File: src/rtl/mdu_issue_ctrl.sv
// MDU issue control: start pulse, occupancy counter and ID stall.
// Long ops hold the unit for a fixed number of cycles.
module mdu_issue_ctrl #(
  parameter int unsigned MULT_CYCLES = 5,
  parameter int unsigned DIV_CYCLES  = 10
) (
  input  logic        clk,
  input  logic        reset,
  input  logic        e_valid,
  input  logic [3:0]  e_mduop,
  input  logic        e_flush,
  input  logic [31:0] e_a,
  input  logic [31:0] e_b,
  input  logic [3:0]  id_mduop,
  output logic        mdu_start,
  output logic [3:0]  mdu_op,
  output logic [31:0] mdu_a,
  output logic [31:0] mdu_b,
  output logic        stall,
  output logic        busy,
  output logic [1:0]  state,
  output logic        proto_err
);

  typedef enum logic [1:0] {
    IDLE = 2'd0,
    MUL  = 2'd1,
    DIV  = 2'd2
  } state_t;

  state_t     st;
  logic [3:0] cnt;
  logic       perr;

  logic e_legal;
  logic e_long;
  logic e_bad;
  logic id_legal;
  logic accept;
  logic go_mul;
  logic go_div;

  assign e_legal  = (e_mduop != 4'd0) && (e_mduop <= 4'd8);
  assign e_long   = (e_mduop != 4'd0) && (e_mduop <= 4'd4);
  assign e_bad    = e_mduop >= 4'd9;
  assign id_legal = (id_mduop != 4'd0) && (id_mduop <= 4'd8);

  assign busy   = cnt != 4'd0;
  assign accept = e_valid & e_legal & ~e_flush & ~busy;
  assign go_mul = accept & e_long & (e_mduop <= 4'd2);
  assign go_div = accept & e_long & (e_mduop >= 4'd3);

  assign mdu_start = accept;
  assign mdu_op    = accept ? e_mduop : 4'd0;
  assign mdu_a     = accept ? e_a : 32'd0;
  assign mdu_b     = accept ? e_b : 32'd0;

  // Hold ID only for MDU ops; other instructions flow past a busy unit.
  assign stall = id_legal & (busy | (accept & e_long));

  assign state     = st;
  assign proto_err = perr;

  always_ff @(posedge clk) begin
    if (reset) begin
      cnt  <= 4'd0;
      st   <= IDLE;
      perr <= 1'b0;
    end else begin
      // An op arriving while busy means the ID stall was bypassed.
      if ((e_valid & e_legal & busy) | (e_valid & e_bad))
        perr <= 1'b1;
      unique case (1'b1)
        go_mul: begin
          cnt <= 4'(MULT_CYCLES);
          st  <= MUL;
        end
        go_div: begin
          cnt <= 4'(DIV_CYCLES);
          st  <= DIV;
        end
        busy: begin
          cnt <= cnt - 4'd1;
          if (cnt == 4'd1)
            st <= IDLE;
        end
        default: ;
      endcase
    end
  end

endmodule
File: config.mk
export PLATFORM = sky130hd
export DESIGN_NAME = mdu_issue_ctrl
export DESIGN_NICKNAME = d
export VERILOG_FILES = /design/src/rtl/mdu_issue_ctrl.sv
export SDC_FILE = /design/constraint.sdc
export NUM_CORES = 1
export LEC_CHECK = 0
export ABC_AREA = 1
export CAP_MARGIN = 20
export CORE_MARGIN = 8
export CORE_UTILIZATION = 26
export DETAILED_ROUTE_END_ITERATION = 7
export PLACE_DENSITY = 0.95
export SLEW_MARGIN = 20
export SYNTH_ARGS = -nofsm -noshare
export SYNTH_HDL_FRONTEND = slang
export SYNTH_SLANG_ARGS = --single-unit
File: constraint.sdc
create_clock -name clk -period 2.15 [get_ports clk]
set_input_delay 0.43 -clock clk [delete_from_list [all_inputs] [get_ports clk]]
set_output_delay 0.43 -clock clk [all_outputs]
set_load 0.01 [all_outputs]
==> run summary <==
outcome -> completed
register area -> 140 µm²
largest cells by area after synthesis -> inv_1, nor2_1, nor2_2, dfxtp_1, nand2_1
Setup CP Type -> in -> out
Synth-to-Final Area Change -> 138%
initial antenna violation count -> 0
CP required -> 1.72 ns
pin slew with the least headroom to its limit -> 0.350 ns
CP Capture Type -> output port
Core Area -> 3720 µm²
period utilization -> 96.3%
TritonCTS clock tree -> yes
DR vias -> 1651
yosys warns -> 0
Crit Path Max Fanout -> 11
H-tree levels -> 1
Die Footprint -> 6190 µm²
area of the multi-input gates -> 571 µm²
post-synthesis compound-gate area fraction -> 6.85%
Leakage -> 1.49 nW
area share of the leading cell type in the synthesized netlist -> 25.0%
io pins -> 150
total CTS buffers -> 3
DRT Pass-1 Iters -> 4
Net Switching -> 0.501 mW
xor-xnor portion of the synthesized cell area -> 0.857%
Clock transition at path regs -> 0.04 ns
Worst Min Path Start -> state[1]$_SDFFE_PP0P_
root buffer cell -> clkbuf_8
filler cell count -> 331
gate count after technology mapping -> 201
EDFF count, synth -> 0
Synth Cell Area -> 1020 µm²
Reg2Reg Setup Slack -> 0.58 ns
Hold Path Stages -> 2
Hold Path Class -> reg -> reg
final wirelength -> 5650 µm
Async SR Flop Fraction -> 0%
Synth cell types -> 21
Non-Filler Instances -> 408
Final Util -> 65.5%
Sw Share -> 41.5%
number of global-route vias before repair -> 1684
final-stage net count -> 437
Worst Clk Skew -> 0.00373 ns
Worst-Skew Late Latency -> 0.23 ns
sequential element share of the synthesized area -> 13.7%
fraction of final layout cells sized beyond drive strength 1 -> 34.7%
CP Buf/Inv Count -> 3
most numerous cell in the Yosys netlist -> inv_1
fin crit period -> 2.07 ns
post-synth top area cell -> inv_1
Clock Path Buffers -> 2
FMAX -> 483 MHz
Internal Power -> 0.705 mW
crit path from -> e_flush
Via density -> 4.05
fin. max-slew vios -> 0
CTS hold repair buffers -> 0
Slowest cell on crit path -> clkdlybuf4s50_1
Fin. Hold Viols -> 0
Placement Rows -> 22
Syn Nets -> 277
global-route wire length before repair -> 8670 µm
routability cong. -> 0.818
Slew headroom -> 76.5%
n_diodes -> 0
RSZ-0062 raised after global routing -> yes
Startpoint Class -> input port
Comb pwr share -> 69.9%
reg2reg start -> cnt[0]$_SDFFE_PP0P_
Largest stage delay, worst path -> 0.41 ns
placed cells -> 402
CP top delay family -> buffers and inverters
pwr dens -> 495 nW/µm²
list of most frequent post-synthesis cells -> inv_1, nor2_1, nor2_2
syn_area_per_cell -> 5.09 µm²
Simple-Gate Fraction of Synth Area -> 46.9%
setup repair bufs after CTS -> 0
Post-DP HPWL -> 4660 µm
FF+latch count, synth -> 7
total power draw -> 1.21 mW
largest family of logic cells by synthesized area -> simple AND/OR/NAND/NOR gates
die span in x -> 78.7 µm
mux contribution to synthesized area -> 0%
r2r endpoint -> state[1]$_SDFFE_PP0P_
Hold EP -> state[1]$_SDFFE_PP0P_
reg2reg path depth -> 9
Max-Cap Viols -> 0
total global routing overflow -> 0
VDD IR max -> 647 µV
drt wl/cell -> 13.8 µm
CP most frequent cell -> nor2_2
clk sinks -> 7
CP Cell Sequence -> clkdlybuf4s50_1, nor2_2, nand2_4, buf_16, nor2_2, clkdlybuf4s15_2
Adder-Cell Fraction of Synth Area -> 0%
DRC Markers -> 0
GRT Resource Usage Total -> 17.4%
final setup fails -> 0
antenna viol nets, final -> 0
Starting Density -> 27.5%
Clk pwr share -> 15.5%
ys flop type -> dfxtp_1
Initial DRC Count -> 31
I/O Buffers -> 149
chip height -> 78.7 µm
sequential power share -> 14.6%
CP Data Arrival Time -> 1.64 ns
largest net degree at the start of global routing -> 25
-- repair_timing --
item,in CTS,in global routing
gates resized for setup,280,3
endpoints found under the setup margin,70,50
cloned,2,0
pin swaps,1,1
-- kinds of logic after synthesis --
kind of cell | Yosys count
DFF | 7
buffers and inverters | 79
and+or+nand+nor | 103
xor gates and xnor gates | 1
AOI/OAI and AO/OA | 11
-- metal layers --
metal / vias up / part of all wire, % / track usage, %
met2: 88 / 50 / 32.6
met3: 13 / 9.5 / 6.53
met4: 0 / 1.9 / 4.44
met5: - / 0 / 0
met1: 691 / 38 / 17.5
li1: 859 / - / -
-- sequential cells by signal, summed over array words and instances (netlist names) --
name       cells
state          2
proto_err      1
cnt            4
-- power by group through the flow --
stage	Clock, mW	Combinational (mW)	Sequential (mW)
detailed placement	0	0.893	0.175
global placement	0	0.875	0.175
CTS	0.188	0.851	0.176
floorplan	0	0.398	0.175
global route	0.198	0.907	0.180
finish	0.186	0.843	0.176
-- worst max-delay path by stage --
stage	end	depth (start not counted)
floorplan	mdu_a[21]	9
global placement	mdu_b[26]	9
detailed placement	mdu_b[26]	9
CTS	mdu_start	7
global route	mdu_start	9
finish	mdu_b[0]	6
-- cell usage in the layout (no fill, tap or decap), types with 2 or more instances in the layout --
| cell type | n |
|---|---|
| a21oi_1 | 6 |
| nand2_1 | 14 |
| buf_2 | 62 |
| inv_1 | 68 |
| clkdlybuf4s50_1 | 74 |
| inv_2 | 4 |
| clkbuf_8 | 3 |
| clkdlybuf4s15_2 | 6 |
| nor2_1 | 52 |
| buf_16 | 2 |
| buf_4 | 9 |
| nand2_2 | 3 |
| buf_12 | 2 |
| nor2_2 | 25 |
| or2_2 | 2 |
| a21oi_2 | 2 |
| dfxtp_1 | 7 |
| nor3_1 | 2 |
| dlygate4sd2_1 | 5 |
-- layout make-up --
class,count,share of cell area [%]
clock buffer,4,1.85
inverter,72,11.1
multi-input combinational,115,23.4
sequential,7,5.76
tap,48,2.47
timing repair buffer,162,55.4
-- worst register-to-register path: stages, from the launching register on --
cell,delay (ns)
dfxtp_1,0.33
nor2_2,0.15
nand2_2,0.10
nor2_2,0.16
nand2_4,0.14
buf_12,0.18
inv_2,0.06
buf_4,0.09
nand3_1,0.12
a21oi_1,0.17
-- per-stage QoR --
step	hold slack [ns]	area (µm²)	TNS, ns	setup slack [ns]
2_1_floorplan	0.463	1020	0	0.464
3_3_place_gp	0.456	2620	-32.41	-0.530
3_5_place_dp	0.459	2620	-34.27	-0.541
4_1_cts	0.467	2430	0	0.000509
5_1_grt	0.506	2430	-0.00406	-0.00406
6_report	0.465	2430	0	0.0795
Power figures use the tool's default switching activity.
